**src/rtl/bcd_to_binary_pkg.sv**
```systemverilog
// Shared types and helpers for the packed-BCD to binary converter.
//   state_e   : converter FSM states
//   shifts_f  : number of shift cycles for a given digit count
//   cnt_w_f   : width of the shift counter for a given digit count
//   digit_ok  : legal-decimal-digit check for one nibble
package bcd_pkg;

   typedef enum logic [1:0] {IDLE, SHIFT, DONE} state_e;

   localparam int DIGITS_DEF = 4;
   localparam int SHIFTS_DEF = 4 * DIGITS_DEF;

   function automatic int shifts_f(input int digits);
      return 4 * digits;
   endfunction

   // Counter must hold 0..SHIFTS inclusive.
   function automatic int cnt_w_f(input int digits);
      return $clog2(4 * digits + 1);
   endfunction

   function automatic logic digit_ok(input logic [3:0] d);
      return (d <= 4'd9);
   endfunction

endpackage

```
**src/rtl/bcd_to_binary_if.sv**
```systemverilog
// Request/response bundle for bcd_to_binary.
//   start/bcd           : requester -> converter
//   busy/done/bin/err   : converter -> requester
interface bcd_to_binary_if #(
   parameter int DIGITS = 4,
   parameter int BIN_W  = 14
);
   logic                  start;
   logic [4*DIGITS-1:0]   bcd;
   logic                  busy;
   logic                  done;
   logic [BIN_W-1:0]      bin;
   logic                  err;

   modport master (output start, bcd, input busy, done, bin, err);
   modport slave  (input start, bcd, output busy, done, bin, err);
endinterface

```
**src/rtl/bcd_digit_adjust.sv**
```systemverilog
// One-digit correction step of reverse double-dabble.
//   din  : digit after the right shift
//   dout : din - 3 when din >= 8, else din
module bcd_digit_adjust (
   input  logic [3:0] din,
   output logic [3:0] dout
);
   assign dout = din[3] ? (din - 4'd3) : din;
endmodule

```
**src/rtl/bcd_to_binary.sv**
```systemverilog
// Sequential packed-BCD to binary converter (reverse double-dabble).
//   CLOCK_50 : clock, rising edge
//   RESET_N  : asynchronous active-low reset
//   bus      : slave side of bcd_to_binary_if (start/bcd in, busy/done/bin/err out)
// One right shift per clock over {bcd_part, bin_part}; after 4*DIGITS shifts
// bin_part holds the binary value. Invalid digits short-circuit to DONE.
module bcd_to_binary
   import bcd_pkg::*;
#(
   parameter int DIGITS = 4,
   parameter int BIN_W  = 14
) (
   input  logic            CLOCK_50,
   input  logic            RESET_N,
   bcd_to_binary_if.slave  bus
);
   localparam int NW     = 4 * DIGITS;
   localparam int SHIFTS = shifts_f(DIGITS);
   localparam int CNT_W  = cnt_w_f(DIGITS);

   state_e              state_q, state_d;
   logic [2*NW-1:0]     sr_q, sr_d;
   logic [2*NW-1:0]     sr_shr, sr_adj;
   logic [CNT_W-1:0]    cnt_q, cnt_d;
   logic                err_pend_q, err_pend_d;
   logic [BIN_W-1:0]    bin_q, bin_d;
   logic                err_q, err_d;
   logic                done_q, done_d;
   logic                all_ok;

   // Shift first, then correct each BCD digit independently.
   assign sr_shr = sr_q >> 1;
   assign sr_adj[NW-1:0] = sr_shr[NW-1:0];

   for (genvar g = 0; g < DIGITS; g++) begin : g_adj
      bcd_digit_adjust u_adj (
         .din  (sr_shr[NW+4*g +: 4]),
         .dout (sr_adj[NW+4*g +: 4])
      );
   end

   always_comb begin
      all_ok = 1'b1;
      for (int i = 0; i < DIGITS; i++)
         if (!digit_ok(bus.bcd[4*i +: 4])) all_ok = 1'b0;
   end

   always_comb begin
      state_d    = state_q;
      sr_d       = sr_q;
      cnt_d      = cnt_q;
      err_pend_d = err_pend_q;
      bin_d      = bin_q;
      err_d      = err_q;
      done_d     = 1'b0;
      case (state_q)
         IDLE: begin
            if (bus.start) begin
               cnt_d = '0;
               if (!all_ok) begin
                  err_pend_d = 1'b1;
                  sr_d       = '0;
                  state_d    = DONE;
               end else begin
                  err_pend_d = 1'b0;
                  sr_d       = {bus.bcd, {NW{1'b0}}};
                  state_d    = SHIFT;
               end
            end
         end
         SHIFT: begin
            sr_d  = sr_adj;
            cnt_d = cnt_q + CNT_W'(1);
            if (cnt_q == CNT_W'(SHIFTS - 1)) state_d = DONE;
         end
         DONE: begin
            // Result registers update only here, so done and bin/err align.
            bin_d   = err_pend_q ? '0 : sr_q[BIN_W-1:0];
            err_d   = err_pend_q;
            done_d  = 1'b1;
            state_d = IDLE;
         end
         default: state_d = IDLE;
      endcase
   end

   always_ff @(posedge CLOCK_50 or negedge RESET_N) begin
      if (!RESET_N) begin
         state_q    <= IDLE;
         sr_q       <= '0;
         cnt_q      <= '0;
         err_pend_q <= 1'b0;
         bin_q      <= '0;
         err_q      <= 1'b0;
         done_q     <= 1'b0;
      end else begin
         state_q    <= state_d;
         sr_q       <= sr_d;
         cnt_q      <= cnt_d;
         err_pend_q <= err_pend_d;
         bin_q      <= bin_d;
         err_q      <= err_d;
         done_q     <= done_d;
      end
   end

   assign bus.busy = (state_q != IDLE);
   assign bus.done = done_q;
   assign bus.bin  = bin_q;
   assign bus.err  = err_q;

endmodule

```
**src/flat_wrapper.sv**
```systemverilog
// flat-port wrapper written by rule: the top's interface ports become plain ports
module bcd_to_binary_flat import bcd_pkg::*;
#(
   parameter int DIGITS = 4,
   parameter int BIN_W  = 14
)
  (CLOCK_50, RESET_N, bus_start, bus_bcd, bus_busy, bus_done, bus_bin, bus_err);
  bcd_to_binary_if #(.DIGITS(DIGITS), .BIN_W(BIN_W)) bus_i ();
  input  logic CLOCK_50;
  input  logic RESET_N;
  input wire logic [$bits(bus_i.start)-1:0] bus_start;
  input wire logic [$bits(bus_i.bcd)-1:0] bus_bcd;
  output wire logic [$bits(bus_i.busy)-1:0] bus_busy;
  output wire logic [$bits(bus_i.done)-1:0] bus_done;
  output wire logic [$bits(bus_i.bin)-1:0] bus_bin;
  output wire logic [$bits(bus_i.err)-1:0] bus_err;
  assign bus_i.start = bus_start;
  assign bus_i.bcd = bus_bcd;
  assign bus_busy = bus_i.busy;
  assign bus_done = bus_i.done;
  assign bus_bin = bus_i.bin;
  assign bus_err = bus_i.err;
  bcd_to_binary #(.DIGITS(DIGITS), .BIN_W(BIN_W)) u_core (.CLOCK_50(CLOCK_50), .RESET_N(RESET_N), .bus(bus_i));
endmodule
```
**config.mk**
```make
export PLATFORM = sky130hd
export DESIGN_NAME = bcd_to_binary_flat
export DESIGN_NICKNAME = d
export VERILOG_FILES = /design/src/rtl/bcd_to_binary_pkg.sv /design/src/rtl/bcd_to_binary_if.sv /design/src/rtl/bcd_digit_adjust.sv /design/src/rtl/bcd_to_binary.sv /design/src/flat_wrapper.sv
export SDC_FILE = /design/constraint.sdc
export NUM_CORES = 1
export LEC_CHECK = 0
export BUFFER_PORTS_ARGS = -buffer_cell sky130_fd_sc_hd__buf_4
export CAP_MARGIN = 5
export CORE_ASPECT_RATIO = 1.5
export CORE_MARGIN = 8
export CORE_UTILIZATION = 36
export DETAILED_ROUTE_END_ITERATION = 10
export GPL_TIMING_DRIVEN = 0
export PLACE_DENSITY_LB_ADDON = 0.1
export SLEW_MARGIN = 5
export SYNTH_ARGS = -nofsm -noshare
export SYNTH_HDL_FRONTEND = slang
export SYNTH_SLANG_ARGS = --single-unit
```
**constraint.sdc**
```tcl
create_clock -name CLOCK_50 -period 1.45 [get_ports CLOCK_50]
set_input_delay 0.29 -clock CLOCK_50 [delete_from_list [all_inputs] [get_ports CLOCK_50]]
set_output_delay 0.29 -clock CLOCK_50 [all_outputs]
set_load 0.01 [all_outputs]
```
=== Yosys cells after proc, flatten, opt, wreduce, memory -nomap -nowiden ===
Cells that the tools add are included.

* Equal/unequal tests: 5
* Order comparisons: 4
* Add/sub/neg operators: 4
* Reduce and logical (&&, ||, !) cells: 6
* Multiplexer cells: 19

{| class="wikitable"
|+ Operator list
! kind !! number
|-
| $mux 32 || 2
|-
| $pmux 32 s2 || 1
|-
| $le 4x4->1 const B || 4
|-
| $mux 14 || 1
|-
| $mux 4 || 3
|-
| $sub 4x2->4 const B || 3
|-
| $pmux 5 s2 || 1
|-
| $mux 1 || 6
|-
| $mux 2 || 3
|-
| $reduce_and 2->1 || 3
|-
| $add 5x1->5 const B || 1
|-
| $eq 5x4->1 const B || 1
|-
| $mux 5 || 1
|-
| $pmux 2 s2 || 1
|-
| $reduce_bool 2->1 || 2
|-
| $eq 2x1->1 const B || 1
|-
| $eq 2x2->1 const B || 1
|-
| $logic_not 2->1 || 1
|-
| $ne 2x1->1 const B || 1
|-
| $ne 2x2->1 const B || 1
|}

* Register bits: 56
* Output and inout bits: 17
* Bits of input ports: 19
* Word-level logic and storage cells: 45

=== Longest topological paths before layout ===
* Depth after elaboration: 8
* Gate-level depth with buffers: 5
* Depth with buffers taken out: 5

=== Hierarchy ===
From an unflattened synthesis, not the netlist that was laid out.

* Cell total of the unflattened synthesis: 289
* Area total of the unflattened synthesis: 2869.0 sq um

{| class="wikitable"
|+ Modules (own cells, without submodules)
! module !! cells an instance !! times used !! sequential area each (sq um) !! area each (sq um)
|-
| bcd_to_binary || 261 || 1 || 1401.3 || 2618.8
|-
| bcd_digit_adjust || 7 || 4 || 0.0 || 62.6
|}

=== Worst setup path after synthesis ===
Ideal clock, no wire load.

* Path kind: reg-to-reg
* Start point: reg u_core.state_q[1]
* End point: reg u_core.sr_q[16]
* Arrival: 1.164 ns
* Slack: 0.160 ns
* Period minus slack after synthesis: 1.290 ns
* Cell stages (with the launch flop): 4
* Setup time: 0.126 ns
* Path buffers: 1
* Data required time: 1.324 ns
* Path through: dfrtp_1 -> or2_1 -> buf_2 -> a221o_1

* Word-level cells in the longest chain between the ends: 3
* Elaborated cells between the ends (all ways): 6
* Those cells by class: 2 x eq/ne; 1 x mux; 3 x reduce/logical

{| class="wikitable"
|+ RTL lines
! item !! RTL line !! text
|-
| start: declaration || bcd_to_binary.sv:21 || <nowiki>state_e state_q, state_d;</nowiki>
|-
| start signal: assignment || bcd_to_binary.sv:97 || <nowiki>state_q <= state_d;</nowiki>
|-
| $eq 2x1->1 or $logic_not 2->1 (tied branches) || bcd_to_binary.sv:56 || <nowiki>case (state_q)</nowiki>
|-
| $reduce_bool 2->1 (no source line) or $ne 2x2->1 (tied branches) || -- ||
|-
| $reduce_and 2->1 (no source line) || -- ||
|-
| end signal: assignment || bcd_to_binary.sv:98 || <nowiki>sr_q <= sr_d;</nowiki>
|-
| end: declaration || bcd_to_binary.sv:22 || <nowiki>logic [2*NW-1:0] sr_q, sr_d;</nowiki>
|}

Parallel ways exist; a longest one is shown, timed or not.
A chain may end at the register's enable or synchronous reset.

=== Worst setup path in the final report ===
* Start point: reg u_core.state_q[1]
* End point: out bus_busy

* Word-level cells in the longest chain between the ends: 1

{| class="wikitable"
|+ RTL lines
! item !! RTL line !! text
|-
| $reduce_bool 2->1 || bcd_to_binary.sv:107 || <nowiki>assign bus.busy = (state_q != IDLE);</nowiki>
|-
| end: declaration || flat_wrapper.sv:13 || <nowiki>output wire logic [$bits(bus_i.busy)-1:0] bus_busy;</nowiki>
|}

No other way between the ends.

==> results.yml <==
outcome:
  status: "complete, but fails checks"
  violations: "negative setup slack"
routing:
  final_antenna_net_count: 0
  routed_wirelength_mm: 5.63
  wl_per_cell_um: 15.7
  drc: 0
  drtIter0Drc: 71
  post_drt_via_cell_ratio: 5.21
  via_count: 1871
  firstDrtPassIters: 4
floorplan:
  die_area_mm2: 0.00991
  initial_utilization_pct: 36.7
  io-pin-count: 36
  core-area_mm2: 0.00681
  die_h_um: 118
  die_w_um: 84.0
  rows: 37
sta:
  clock_skew_ns: 0.0104
  hold_viol: 0
  max_freq_ghz: 0.659
  holdWs_ns: 0.0178
  fin_ws_ns: -0.0679
  maxSlewViolCount: 0
  post-route-period-util_pct: 105
  worstMarginPinSlew_ns: 0.693
  rsz0062_at_grt: "yes"
  finalCriticalPeriod_ns: 1.52
  setup_violations: 10
  slew_headroom_pct: 53.8
global_routing:
  antenna_found_initial: 0
  grt_pass1_vias: 1866
  grt-ovfl-total: 0
  track_usage_pct: 11.7
  grt_pass1_wl_mm: 9.50
  grt_max_degree: 57
cells_and_area:
  layout_commonest_cell: "dfrtp_1"
  antenna_cells: 0
  fin_area_mm2: 0.00308
  finalNetCount: 304
  area_growth_pct: 23.5
  layout_common_cells: "dfrtp_1 (55), buf_4 (45), nand2b_1 (23), o21ai_0 (20), a22o_1 (20)"
  fill_cells: 670
  drive_above_1_share_pct: 25.3
critical_path:
  cpMostUsedCell: "buf_6"
  cp_cell_sequence: "buf_6 -> or2_4 -> buf_6"
  start_kind: "flop"
  r2r_slack_ns: -0.02
  cp.required_ns: 1.16
  path_max_fanout: 3
  arrival_ns: 1.23
  slowest_delay_ns: 0.43
  rr_startpoint: "u_core.state_q[0]"
  path_class: "reg2out"
  cp_slowest_cell: "dfrtp_2"
  r2r_cells: 7
  cp-end-kind: "output pin"
  r2r-end: "u_core.sr_q[25]"
synthesis:
  synth_edf_count: 0
  ys_ff_latch: 56
  synth_fp_nets: 251
  syn_area_mm2: 0.00250
  ys.flop_type: "dfrtp_1"
  synth_top_area_share_pct: 56.1
  seq_area_frac_synth_pct: 56.1
  ys_types: 32
  ys_top_cells_by_area: "dfrtp_1 (56%), a22o_1 (7.0%), nand2b_1 (5.8%), o21ai_0 (4.2%), a221o_1 (3.6%)"
  async_reset_ff_share_pct: 100
  syn_avg_cell_area_um2: 11.0
  yosys_warnings: 0
  synth_cells: 227
  synth_area_leader_cell: "dfrtp_1"
clocking:
  clock-sinks: 56
  cts_max_level: 2
  clk_pin_slew_ns: 0.10
  tritoncts: "built"
  root_buffer: "clkbuf_8"
  clock_path_buffers: 2
  cts_buffers: 5
  clock_latency_ns: 0.32
pwr:
  power_leakage_nw: 1.45
  ir_drop_mv: 0.684
  fin_total_pwr_w: 0.00416
  p_per_area_mw_per_mm2: 1350
hold_path:
  holdCritPathClass: "in2async"
placement:
  port_buffers: 35
  gp_congestion: 0.723
  dpl_cell_area_mm2: 0.00286
  dp.final_hpwl_mm: 3.87
  dp_slack_ns: -0.320
run:
  drv_cap: 0
[final cells by class]
class,instances,area (µm²),share of cell area [%]
Sequential cell,56,1400,45.5
Multi-Input combinational cell,155,1020,33.2
Timing Repair Buffer,46,353,11.4
Buffer,14,108,3.49
Tap cell,78,97.6,3.16
Clock buffer,5,68.8,2.23
Clock inverter,3,22.5,0.730
Inverter,2,7.51,0.243
[timing repair]
action,in CTS,in global routing
endpoints found under the setup margin,16,28
cloned,0,1
pin swaps,2,1
buffers inserted,6,4
resized for setup,15,10
hold buffers,0,0
[sequential cells by signal, summed over array words and instances (netlist names)]
name	cells
u_core.bus.bin	14
u_core.bus.err	1
u_core.cnt_q	5
u_core.state_q	2
u_core.err_pend_q	1
u_core.sr_q	32
u_core.bus.done	1
[how the worst max path moves through the flow]
| stage | endpoint | cells past startpoint | start | slack [ns] |
|---|---|---|---|---|
| 6_report | bus_busy | 3 | u_core.state_q[1] | -0.07 |
| 5_1_grt | bus_busy | 3 | u_core.state_q[1] | -0.11 |
| 4_1_cts | bus_busy | 3 | u_core.state_q[1] | -0.08 |
| 3_5_place_dp | u_core.sr_q[26] | 6 | bus_bcd[1] | -0.32 |
| 3_3_place_gp | u_core.sr_q[22] | 6 | bus_bcd[1] | -0.33 |
| 2_1_floorplan | u_core.sr_q[16] | 3 | u_core.state_q[1] | 0.16 |
[metrics by stage]
| step | util (%) | setup TNS [ns] | cells |
|---|---|---|---|
| 6_report | 45.3 | -0.168 | 359 |
| 4_1_cts | 44.6 | -0.0838 | 354 |
| 3_5_place_dp | 42.0 | -3.92 | 340 |
| 5_1_grt | 45.3 | -0.862 | 359 |
| 2_1_floorplan | - | 0 | 227 |
| 3_3_place_gp | 42.0 | -4.05 | 340 |
[synth_stat cells, types with 2 or more instances]
master     instances
nor2_1            18
nand2_1           16
mux2i_1            3
buf_2              6
a22o_1            20
a21oi_1            9
o21ai_0           21
clkbuf_1           6
a31oi_1            3
ha_1               5
nor2b_1            4
xnor2_1            6
nand3b_1           3
inv_1              2
o2bb2ai_1          3
dfrtp_1           56
a221o_1            9
nand2b_1          23
[worst max-delay path: cells and delay by family, from the launching register on]
family                 cells  cell delay [ns]
and+or+nand+nor            1             0.24
buffers and inverters      2             0.25
DFF                        1             0.43
[per-layer routing]
metal / global-route usage [%] / wire (µm)
met2: 19.9 / 2970
met5: 0 / 0
met3: 2.84 / 234
met4: 4.23 / 83
met1: 13.7 / 2350
[power breakdown]
group	internal, W	switching, W	total (W)
clock	0.000348	0.000554	0.000902
sequential	0.00179	0.000221	0.00201
combinational	0.000650	0.000604	0.00125
total	0.00278	0.00138	0.00416
[kinds of logic after synthesis]
| group | after synthesis | synth area share [%] |
|---|---|---|
| compound gates | 68 | 19.3 |
| fa+ha+maj | 5 | 2.51 |
| flops | 56 | 56.1 |
| mux | 4 | 1.65 |
| buf+inv | 16 | 3.16 |
| xor+xnor | 6 | 2.10 |
| simple gates | 72 | 15.2 |
Note: power is estimated with default switching activity, not from simulation.
